## src/rtl/cpu_sequencer.sv

```systemverilog
`default_nettype none
// =============================================================================
// Module      : cpu_sequencer
// Description : Multi-cycle FETCH/DECODE/EXEC/MEM/WB sequencer owning PC and IR.
// Revision    : 1.0 - initial release
// =============================================================================
module cpu_sequencer #(
  parameter logic [15:0] RESET_PC    = 16'h0000,
  parameter logic [15:0] HALT_INSTR  = 16'hFFFF,
  parameter int unsigned MEM_TIMEOUT = 15
) (
  input  logic        clk,
  input  logic        rst,
  input  logic        run,
  input  logic [15:0] instr,
  input  logic        jump,
  input  logic        branch,
  input  logic        memwrite,
  input  logic        memtoreg,
  input  logic        regwrite,
  input  logic        is_zero,
  input  logic        mem_ready,
  output logic [15:0] pc,
  output logic [15:0] ir,
  output logic        reg_we,
  output logic        mem_req,
  output logic        mem_we,
  output logic [2:0]  state,
  output logic        halted,
  output logic        fault,
  output logic [15:0] retired
);

  typedef enum logic [2:0] {
    S_IDLE   = 3'd0,
    S_FETCH  = 3'd1,
    S_DECODE = 3'd2,
    S_EXEC   = 3'd3,
    S_MEM    = 3'd4,
    S_WB     = 3'd5,
    S_HALT   = 3'd6
  } state_t;

  localparam logic [15:0] TIMEOUT = 16'(MEM_TIMEOUT);

  state_t      state_q, state_d;
  logic [15:0] pc_q, pc_d;
  logic [15:0] ir_q, ir_d;
  logic [15:0] retired_q, retired_d;
  logic [15:0] mem_cnt_q, mem_cnt_d;
  logic        fault_q, fault_d;
  logic        retire;
  logic [15:0] pc_inc;
  logic [15:0] br_target;

  assign pc_inc    = pc_q + 16'd1;
  // Branch offset is a signed 7-bit displacement relative to pc+1.
  assign br_target = pc_inc + {{9{ir_q[6]}}, ir_q[6:0]};

  always_comb begin
    state_d   = state_q;
    pc_d      = pc_q;
    ir_d      = ir_q;
    mem_cnt_d = mem_cnt_q;
    fault_d   = fault_q;
    retire    = 1'b0;

    case (state_q)
      S_IDLE: begin
        if (run) state_d = S_FETCH;
      end
      S_FETCH: begin
        ir_d    = instr;
        state_d = S_DECODE;
      end
      S_DECODE: begin
        state_d = (ir_q == HALT_INSTR) ? S_HALT : S_EXEC;
      end
      S_EXEC: begin
        if (jump) begin
          pc_d    = {pc_q[15:13], ir_q[12:0]};
          retire  = 1'b1;
          state_d = S_FETCH;
        end else if (branch) begin
          pc_d    = is_zero ? br_target : pc_inc;
          retire  = 1'b1;
          state_d = S_FETCH;
        end else if (memwrite || memtoreg) begin
          mem_cnt_d = 16'd0;
          state_d   = S_MEM;
        end else if (regwrite) begin
          state_d = S_WB;
        end else begin
          pc_d    = pc_inc;
          retire  = 1'b1;
          state_d = S_FETCH;
        end
      end
      S_MEM: begin
        if (mem_ready) begin
          if (memtoreg) begin
            state_d = S_WB;
          end else begin
            pc_d    = pc_inc;
            retire  = 1'b1;
            state_d = S_FETCH;
          end
        end else if ((TIMEOUT != 16'd0) && (mem_cnt_q + 16'd1 == TIMEOUT)) begin
          // Abandon the access: the instruction is not retired and pc stays put.
          fault_d = 1'b1;
          state_d = S_HALT;
        end else begin
          mem_cnt_d = mem_cnt_q + 16'd1;
        end
      end
      S_WB: begin
        pc_d    = pc_inc;
        retire  = 1'b1;
        state_d = S_FETCH;
      end
      S_HALT: begin
        state_d = S_HALT;
      end
      default: begin
        state_d = S_IDLE;
      end
    endcase

    retired_d = (retire && (retired_q != 16'hFFFF)) ? retired_q + 16'd1 : retired_q;
  end

  always_ff @(posedge clk or posedge rst) begin
    if (rst) begin
      state_q   <= S_IDLE;
      pc_q      <= RESET_PC;
      ir_q      <= 16'd0;
      retired_q <= 16'd0;
      mem_cnt_q <= 16'd0;
      fault_q   <= 1'b0;
    end else begin
      state_q   <= state_d;
      pc_q      <= pc_d;
      ir_q      <= ir_d;
      retired_q <= retired_d;
      mem_cnt_q <= mem_cnt_d;
      fault_q   <= fault_d;
    end
  end

  assign pc      = pc_q;
  assign ir      = ir_q;
  assign state   = state_q;
  assign retired = retired_q;
  assign fault   = fault_q;
  assign halted  = (state_q == S_HALT);
  assign reg_we  = (state_q == S_WB);
  assign mem_req = (state_q == S_MEM);
  assign mem_we  = (state_q == S_MEM) && memwrite;

endmodule
`default_nettype wire
```

## config.mk

```make
export PLATFORM = sky130hd
export DESIGN_NAME = cpu_sequencer
export DESIGN_NICKNAME = d
export VERILOG_FILES = /design/src/rtl/cpu_sequencer.sv
export SDC_FILE = /design/constraint.sdc
export NUM_CORES = 1
export LEC_CHECK = 0
export ABC_AREA = 1
export ABC_CLOCK_PERIOD_IN_PS = 3200
export CAP_MARGIN = 20
export CELL_PAD_IN_SITES_DETAIL_PLACEMENT = 1
export CELL_PAD_IN_SITES_GLOBAL_PLACEMENT = 2
export CORE_ASPECT_RATIO = 0.9
export CORE_MARGIN = 5
export CORE_UTILIZATION = 30
export DETAILED_ROUTE_END_ITERATION = 16
export PLACE_DENSITY = 0.93
export SLEW_MARGIN = 20
export SYNTH_ARGS = -nofsm -noshare
export SYNTH_HDL_FRONTEND = slang
export SYNTH_SLANG_ARGS = --single-unit
export TNS_END_PERCENT = 100
```

## constraint.sdc

```tcl
create_clock -name clk -period 3.2 [get_ports clk]
set_input_delay 0.8 -clock clk [delete_from_list [all_inputs] [get_ports clk]]
set_output_delay 0.8 -clock clk [all_outputs]
set_load 0.1 [all_outputs]
```

==> results.md <==
* Outcome: complete, no violations
* Largest cells by area after synthesis: dfrtp_1 33%, nand2_1 18%, inv_1 6.0%
* Setup TNS at 0 ns
* Fillcell total at approximately 2200
* Yosys warning count at 0
* Peak VDD IR at 1040 µV
* Worst Setup End Kind: register
* Syn nets at 822
* Synth Area in XOR/XNOR at between 5 and 6%
* Max-Cap Viols at 0
* Layout Nets at just over 900
* WP data required at 3.43 ns
* Critical path fanouts, max at 5
* WS Path Type: reg -> reg
* DRT antenna net count at 0
* #FFs+latches synth at 68
* Share of post-route cells with drive strength above 1 at ~15%
* Routed WL at 17500 µm
* Post-DP HPWL at 13900 µm
* Count of final setup violators at 0
* Vias/cell at approximately 4.8
* Main combinational cell family by area after synthesis: simple AND/OR/NAND/NOR gates
* Global Route Usage Sum at between 15 and 20%
* Post-synth EDFFs at 0
* Worst-Margin Slew at just under 0.7 ns
* Simple-Gate Fraction of Synth Area at 38.6%
* CTS max path bufs at 2
* Setup Skew at 0.00837 ns
* TritonCTS Sinks at 68
* Met3 GRT Util at 3.98%
* Leading cell type in the layout, fill and taps excluded: nand2_1
* Startpoint Class: register
* Die area at 20200 µm²
* HP Class: reg -> reg
* Inserted Clock Buffers at 9
* Final non-filler cell total at 1106
* DR vias at 5309
* Main synth FF type: dfrtp_1
* I/O Buffers at 81
* Clock slew at reported path FFs at 0.06 ns
* Io pins at 82
* Synth Area in Compound Gates at under 10%
* Hold Vio Cnt, Final at 0
* Total Power at 7.79 mW
* CTS Hold Bufs at 0
* Syn Inst Count at a little under 800
* Area leader, netlist: dfrtp_1
* Worst hold slack at 0.495 ns
* Initial Utilization at 30.7%
* Antenna violations before repair at 0
* CTS tree: done
* Placed cells at 1090
* Mapped cell area at 5230 µm²
* ANT cells at 0
* Mux contribution to synthesized area at 0%
* Clock latency on the worst-skew pair at roughly 0.34 ns
* Pwr/cell area at 1180 nW/µm²
* Lkg Pwr at 3.26 nW
* Area share of fa/ha/maj cells after synthesis at 5.65%
* Die height at 135 µm
* Core Area at 17000 µm²
* Top-area cell type share of the netlist area at 32.6%
* Site Rows at 45
* Pin count of the biggest net entering global routing at 40
* Met2 Usage GRT at roughly 28%
* Met1 Usage GRT at around 25%
* Worst relative slew slack at 54.7%
* Highest Clock Rate at 347 MHz
* Worst Path Arrival at a little over 3 ns
* GPL Wtd Cong at 0.924
* GR peak layer: met2
* Synth async-reset ratio at between 90% and 100%
* RSZ-0062 raised after global routing: false
* H-tree depth at 3
* Drt pass-1 iters at 4
* Area Growth Syn to Fin at 26.0%
* Minimum clock period at 2.88 ns
* Total grt overflow at 0
* DR iter-0 viols at slightly above 200
* Most frequent cells in the layout: 257 x nand2_1, 83 x inv_1, 77 x nor2_1
* CTS Root Cell: clkbuf_16
* Sequential element share of the synthesized area at 32.6%
* Number of global-route vias before repair at 5415
* Wire per inst at 15.9 µm
* Post-synth cell types at between 40 and 50
* Final Slew Violations at 0
* Fin crit share at 90.1%
* First-pass GRT wire length at between 20000 and 30000 µm
* DIE WIDTH at ~150 µm
* DRC viols at 0
* Syn avg cell area at ~6.8 µm²
==> state kept, by name (all words and copies together), names as in the netlist <==
signal / cells
fault: 1
ir: 16
mem_cnt_q: 16
pc: 16
retired: 16
state: 3
==> critical path, stage by stage, from the launching register on <==
cell and delay, ns:
dfrtp_2 0.39, ha_1 0.18, nand2_1 0.09, nor2_2 0.13, nand2_1 0.10, nor2_2 0.14, nand3_1 0.13, xor2_2 0.19
inv_1 0.06, ha_1 0.36, nand2_1 0.13, nor2_1 0.16, nand3_1 0.07, or2_2 0.30, nand3_1 0.08, nand3_1 0.08
a21oi_1 0.14, nor2_1 0.05
==> Yosys cell counts, types with 3 or more instances <==
| master | number |
|---|---|
| a21o_1 | 3 |
| a21oi_1 | 30 |
| clkbuf_1 | 9 |
| dfrtp_1 | 68 |
| ha_1 | 22 |
| inv_1 | 84 |
| inv_2 | 5 |
| nand2_1 | 257 |
| nand3_1 | 45 |
| nand3b_1 | 5 |
| nand4_1 | 33 |
| nor2_1 | 81 |
| nor2_4 | 3 |
| nor3_1 | 7 |
| nor3_2 | 5 |
| o211ai_1 | 3 |
| o21ai_0 | 37 |
| o21ai_1 | 3 |
| o21bai_1 | 3 |
| o22ai_1 | 4 |
| xnor2_1 | 13 |
| xor2_1 | 20 |
==> logic make-up after synthesis <==
family,after synthesis
buf+inv,106
simple gates,454
xor+xnor,33
compound gates,89
fa+ha+maj,23
flops,68
==> routing by layer <==
layer / vias up / part of all wire [%]
met4: 0 / 1.4
met5: - / 0
met1: 2516 / 50
met3: 15 / 4.3
li1: 2700 / -
met2: 78 / 45
==> final timing paths <==
check | start | end | slack, ns | cells past startpoint
setup / recovery | pc[1] | pc[13] | 0.32 | 17
hold / removal | mem_cnt_q[15] | mem_cnt_q[15] | 0.49 | 2
setup reg to reg | pc[1] | pc[13] | 0.32 | 17
hold reg to reg | mem_cnt_q[15] | mem_cnt_q[15] | 0.49 | 2
max in group asynchronous | rst | pc[0] | 1.98 | 3
min in group asynchronous | rst | mem_cnt_q[14] | 0.84 | 3
==> final cells by class <==
cell class	instances	area, µm²	area share (%)
sequential	68	1710	26.0
timing repair buffer	99	831	12.6
clock inverter	6	38.8	0.589
clock buffer	10	239	3.63
multi-input combinational	599	3140	47.7
tap	235	294	4.46
inverter	89	334	5.07
==> timing repair <==
action,4_1_cts,5_1_grt
setup endpoints to repair,0,7
hold endpoints to repair,0,0
buffers inserted,0,0
resized for setup,0,6
==> report_power, final <==
part	leakage (nW)	internal (mW)	switching, mW
Clock	0.135	0.544	0.407
Combinational	2.25	1.36	3.94
Sequential	0.868	1.14	0.408
Total	3.26	3.04	4.75
==> metrics by stage <==
| step | setup slack [ns] | area [µm²] | utilization, % |
|---|---|---|---|
| after floorplan | -0.385 | 5260 | - |
| after global placement | 0.249 | 6290 | 37.0 |
| after detailed placement | 0.184 | 6290 | 37.0 |
| after CTS | 0.168 | 6570 | 38.6 |
| after global routing | 0.0344 | 6590 | 38.7 |
| final | 0.316 | 6590 | 38.7 |
Power figures use the tool's default switching activity.
